==> config.mk <==
export PLATFORM = sky130hd
export DESIGN_NAME = ensamblador_paquetes
export DESIGN_NICKNAME = d
export VERILOG_FILES = /design/src/rtl/ensamblador_paquetes.sv
export SDC_FILE = /design/constraint.sdc
export NUM_CORES = 1
export LEC_CHECK = 0
export CAP_MARGIN = 10
export CORE_MARGIN = 3
export CORE_UTILIZATION = 30
export CTS_CLUSTER_DIAMETER = 100
export DETAILED_ROUTE_END_ITERATION = 10
export GPL_ROUTABILITY_DRIVEN = 0
export PLACE_DENSITY = 0.57
export SYNTH_ARGS = -nofsm -noshare
export SYNTH_HDL_FRONTEND = slang
export SYNTH_SLANG_ARGS = --single-unit
==> constraint.sdc <==
create_clock -name clk -period 1.15 [get_ports clk]
set_input_delay 0.23 -clock clk [delete_from_list [all_inputs] [get_ports clk]]
set_output_delay 0.23 -clock clk [all_outputs]
set_load 0.05 [all_outputs]
==> src/rtl/ensamblador_paquetes.sv <==
// Packet assembler: gathers N_BYTES strobed data words into one wide packet and
// offers it downstream through a one-packet valid/ready buffer. The next packet
// keeps filling while the buffer waits for the consumer.
// Optional build macro ENSAMBLADOR_PARIDAD_EN adds per-word even-parity checking
// (input dato_par, output paquete_err).
module ensamblador_paquetes #(
  parameter int unsigned ANCHO_DATO = 8,
  parameter int unsigned N_BYTES    = 4,
  localparam int unsigned AC        = $clog2(N_BYTES)
) (
  input  logic                          clk,
  input  logic                          rst,
  input  logic [ANCHO_DATO-1:0]         dato_in,
  input  logic                          dato_valido,
  output logic [ANCHO_DATO*N_BYTES-1:0] paquete_out,
  output logic                          paquete_valido,
  input  logic                          paquete_listo,
  output logic [AC-1:0]                 cuenta,
  output logic                          sobreflujo
`ifdef ENSAMBLADOR_PARIDAD_EN
  ,
  input  logic                          dato_par,
  output logic                          paquete_err
`endif
);

  // Words 0..N_BYTES-2 of the packet being filled; the last word goes straight
  // from dato_in into the output buffer.
  logic [N_BYTES-2:0][ANCHO_DATO-1:0] relleno_q;

  logic palabra_final;
  logic transferencia;

  assign palabra_final = dato_valido && (cuenta == AC'(N_BYTES - 1));
  // The buffer can take a new packet if empty or being drained on this edge.
  assign transferencia = palabra_final && (!paquete_valido || paquete_listo);

  // Fill index, fill slots, output buffer, handshake and sticky overflow.
  always_ff @(posedge clk) begin
    if (rst) begin
      relleno_q      <= '0;
      cuenta         <= '0;
      paquete_out    <= '0;
      paquete_valido <= 1'b0;
      sobreflujo     <= 1'b0;
    end else begin
      if (dato_valido && !palabra_final) begin
        relleno_q[cuenta] <= dato_in;
        cuenta            <= cuenta + AC'(1);
      end

      if (transferencia) begin
        paquete_out    <= {dato_in, relleno_q};
        paquete_valido <= 1'b1;
        cuenta         <= '0;
      end else if (paquete_valido && paquete_listo) begin
        paquete_valido <= 1'b0;
      end

      // Refused final word: dropped, cuenta stays at N_BYTES-1 so the next
      // strobe retries the completion.
      if (palabra_final && !transferencia) begin
        sobreflujo <= 1'b1;
      end
    end
  end

`ifdef ENSAMBLADOR_PARIDAD_EN
  logic err_acum_q;
  logic err_palabra;

  assign err_palabra = ^{dato_in, dato_par};

  // Parity error accumulator for the packet in progress; only accepted words count.
  always_ff @(posedge clk) begin
    if (rst) begin
      err_acum_q  <= 1'b0;
      paquete_err <= 1'b0;
    end else if (transferencia) begin
      paquete_err <= err_acum_q | err_palabra;
      err_acum_q  <= 1'b0;
    end else if (dato_valido && !palabra_final) begin
      err_acum_q <= err_acum_q | err_palabra;
    end
  end
`endif

endmodule

==> results.py, run 1 <==
metrics = {
    "synth": {
        "synth_top_family_by_area": "compound AO/OA/AOI/OAI gates",
        "synth_enable_flop_cells": 0,
        "synth_ff_type": "dfxtp_1",
        "synth_mux_area_share_pct": 1.47,
        "synthXorXnorAreaFrac_pct": 0.323,
        "yosysMostFrequentCell": "dfxtp_1",
        "ys_seq_area_share_pct": 44.2,
        "netlist_top_cells_count": "dfxtp_1, a21oi_2, nand2_1, nand4_1, o21ai_2",
        "synth-compound-area-share_pct": 25.6,
        "syn_area_um2": 2720,
        "synth_seq_cells": 60,
        "yosys_warnings": 0,
        "synth_top_area_share_pct": 44.2,
        "syn_nets": 293,
        "synth-simple-area-share_pct": 18.4,
        "synth_area_leaders": "dfxtp_1, a21oi_2, o21ai_2, nand4_1, nand2_1",
        "yosys.area_share.adder_pct": 1.84,
        "synth_area_leader_cell": "dfxtp_1",
        "yosys.cell_types.count": 26,
        "syn_avg_cell_area_um2": 9.80,
        "async_reset_ff_share_pct": 0,
        "synthCells": 277,
    },
    "sta": {
        "slew_headroom_pct": 74.3,
        "fin_worst_skew_ns": 0.0103,
        "min_period_ns": 1.26,
        "setup_viol": 60,
        "clock.fmax_mhz": 795,
        "rsz0062_at_grt": "yes",
        "hold_viol_final": 0,
        "slew_violations": 0,
        "tightest_slew_ns": 0.385,
        "fin_ws_ns": -0.108,
        "min_period_over_period_pct": 109,
    },
    "setup_path": {
        "rr_worst_depth": 6,
        "start_kind": "register",
        "r2r_slack_ns": -0.11,
        "rr_endpoint": "relleno_q[10]$_SDFFE_PP0P_",
        "critPathKind": "register to register",
        "reg2reg_from": "cuenta[0]$_SDFFE_PP0P_",
        "crit_arrival_ns": 1.49,
        "critical_path_required_ns": 1.38,
        "worstSetupEndpointType": "register",
        "critPathMaxFanout": 10,
    },
    "route": {
        "vias_per_cell": 5.00,
        "wl_um": 7170,
        "postRouteAntennaNets": 0,
        "avgRoutedWirePerCell_um": 15.8,
        "vias": 2271,
        "drt-initial-drc-count": 112,
        "drc": 0,
        "dr.pass1.iters": 4,
    },
    "floorplanning": {
        "die_area_um2": 10200,
        "initial_core_util_pct": 31.0,
        "rows": 34,
        "dieWidth_um": 101,
        "die_h_um": 101,
        "ios": 48,
        "core_um2": 8760,
    },
    "cells_and_area": {
        "final_cell_count_no_fill": 454,
        "final_nets": 358,
        "fillCellCount": 812,
        "syn_to_final_growth_pct": 51.4,
        "drive_gt1_share_pct": 61.0,
        "diodes": 0,
    },
    "global_route": {
        "antenna_found_initial": 0,
        "grt_pass1_wl_um": 11700,
        "grt_pass1_vias": 2211,
        "grt_remaining_overflow": 0,
        "grt_start_max_net_pins": 35,
        "track_usage_pct": 14.7,
    },
    "pwr": {
        "p_leak_nw": 1.38,
        "p_sw_w": 0.00123,
        "power_density_nw_per_um2": 1110,
        "intPower_w": 0.00332,
        "swShare_pct": 27.0,
        "vdd.ir_drop.worst_uv": 630,
        "seqPwrFrac_pct": 48.0,
        "pwr-share-comb_pct": 14.4,
        "pwr-share-clk_pct": 37.5,
    },
    "clock_tree": {
        "cts_sinks": 60,
        "htree_levels": 3,
        "cts_buffers": 9,
        "clock_latency_ns": 0.34,
        "clk_pin_slew_ns": 0.07,
        "cts_buffer_depth": 2,
        "cts_tree": "done",
        "cts-root-buf": "clkbuf_8",
    },
    "place": {
        "post-place-ws_ns": -0.605,
        "io_buffers": 47,
        "dp.cells": 430,
        "place_hpwl_um": 4370,
    },
    "min_path": {
        "min_from": "rst",
        "min_path_cells": 4,
        "min-delay-path-class": "primary input to register",
        "whs_endpoint": "paquete_out[7]$_SDFFE_PP0P_",
    },
    "outcome": {
        "violations": "negative setup slack",
        "outcome": "complete, but fails checks",
    },
    "flow_run": {
        "maxCapViolCount": 0,
    },
}
## through the flow
step | TNS [ns] | hold slack, ns | power [W] | utilization [%] | instance area, µm²
3_3_place_gp | -26.79 | 0.458 | 0.00281 | 43.0 | 3770
3_5_place_dp | -28.34 | 0.459 | 0.00281 | 43.0 | 3770
4_1_cts | -3.19 | 0.365 | 0.00458 | 46.4 | 4070
5_1_grt | -6.41 | 0.388 | 0.00476 | 46.9 | 4110
2_1_floorplan | -5.11 | 0.366 | 0.00256 | - | 2760
6_report | -3.48 | 0.383 | 0.00455 | 46.9 | 4110
## worst max path at each step
stage                      startpoint                          end  slack (ns)  cells after the start
6_report       cuenta[0]$_SDFFE_PP0P_   relleno_q[10]$_SDFFE_PP0P_       -0.11                      6
5_1_grt        cuenta[1]$_SDFFE_PP0P_   relleno_q[10]$_SDFFE_PP0P_       -0.17                      6
4_1_cts        cuenta[1]$_SDFFE_PP0P_   relleno_q[10]$_SDFFE_PP0P_       -0.11                      6
3_5_place_dp            paquete_listo       cuenta[1]$_SDFFE_PP0P_       -0.61                      4
3_3_place_gp            paquete_listo  paquete_out[3]$_SDFFE_PP0P_       -0.54                      4
2_1_floorplan  cuenta[1]$_SDFFE_PP0P_       cuenta[1]$_SDFFE_PP0P_       -0.13                      5
## layout make-up
cell class	instances	area [µm²]	share of cell area (%)
multi-input cells	190	1370	33.4
flip-flops and latches	60	1240	30.2
repair buffers	79	1180	28.7
clock buffers	11	151	3.68
well taps	108	135	3.29
clock inverters	4	22.5	0.548
inverters	2	7.51	0.183
## flip-flops by register name, indices dropped and copies added (netlist names)
signal	cells
paquete_out	32
relleno_q	24
sobreflujo	1
paquete_valido	1
cuenta	2
## timing repair
item / in CTS / in global routing
resized for setup: 25 / 23
gates cloned: 1 / 0
setup endpoints to repair: 67 / 83
endpoints found under the hold margin: 0 / 0
hold buffers: 0 / 0
buffers inserted: 7 / 1
pin swaps: 10 / 3
## placed cells by master (no fill, tap or decap)
master and count:
nor3_2 2, o21ai_1 12, nor2_1 1, buf_2 1
dfxtp_2 26, a21oi_2 45, nand3b_1 3, clkbuf_8 11
xnor2_1 1, nand2b_1 5, nand4_1 28, a21oi_1 5
ha_4 1, dfxtp_1 32, mux2i_1 4, inv_2 1
buf_12 44, ha_2 2, nand3_2 1, nand2_1 27
and2b_4 2, and3b_2 3, nor2_2 1, and2b_1 1
dfxtp_4 2, inv_1 1, ha_1 1, a31oi_2 1
o21ai_2 24, buf_4 20, clkdlybuf4s50_1 10, nand2_2 16
clkinv_2 2, buf_6 4, inv_4 2, nor2b_1 4
## power by group through the flow
stage / Clock [W] / Sequential, W / Combinational (W)
after detailed placement: 0 / 0.00223 / 0.000582
after global routing: 0.00186 / 0.00219 / 0.000697
after floorplan: 0 / 0.00227 / 0.000298
after global placement: 0 / 0.00223 / 0.000575
after CTS: 0.00175 / 0.00219 / 0.000638
final: 0.00171 / 0.00219 / 0.000656
## worst max-delay path, stage by stage, from the launching register on
cell and delay [ns]:
dfxtp_4 0.37, ha_4 0.19, buf_4 0.14, nand3b_1 0.17
buf_6 0.15, nand2_1 0.08, a21oi_2 0.05
## layer usage
layer	part of all wire, %	up-vias	GRT usage [%]
met4	1.0	0	3.99
li1	-	1108	-
met3	5.7	6	4.96
met2	47	55	22.6
met1	46	1102	19.7
met5	0	-	0
## cells by family after synthesis
group / Yosys count
XOR/XNOR: 1
multiplexers: 4
adder cells (fa/ha/maj): 4
AO/OA/AOI/OAI: 87
AND/OR/NAND/NOR: 93
buffers and inverters: 28
flip-flops: 60
Power figures use the tool's default switching activity.
==> run 2: changes to the inputs <==
--- a/config.mk
+++ b/config.mk
@@ -5,13 +5,12 @@
 export SDC_FILE = /design/constraint.sdc
 export NUM_CORES = 1
 export LEC_CHECK = 0
-export CAP_MARGIN = 10
 export CORE_MARGIN = 3
 export CORE_UTILIZATION = 30
-export CTS_CLUSTER_DIAMETER = 100
 export DETAILED_ROUTE_END_ITERATION = 10
 export GPL_ROUTABILITY_DRIVEN = 0
 export PLACE_DENSITY = 0.57
+export SLEW_MARGIN = 20
 export SYNTH_ARGS = -nofsm -noshare
 export SYNTH_HDL_FRONTEND = slang
 export SYNTH_SLANG_ARGS = --single-unit
==> results of run 2 <==
Same layout as run 1: the final DEF is identical, and so are final timing and power.
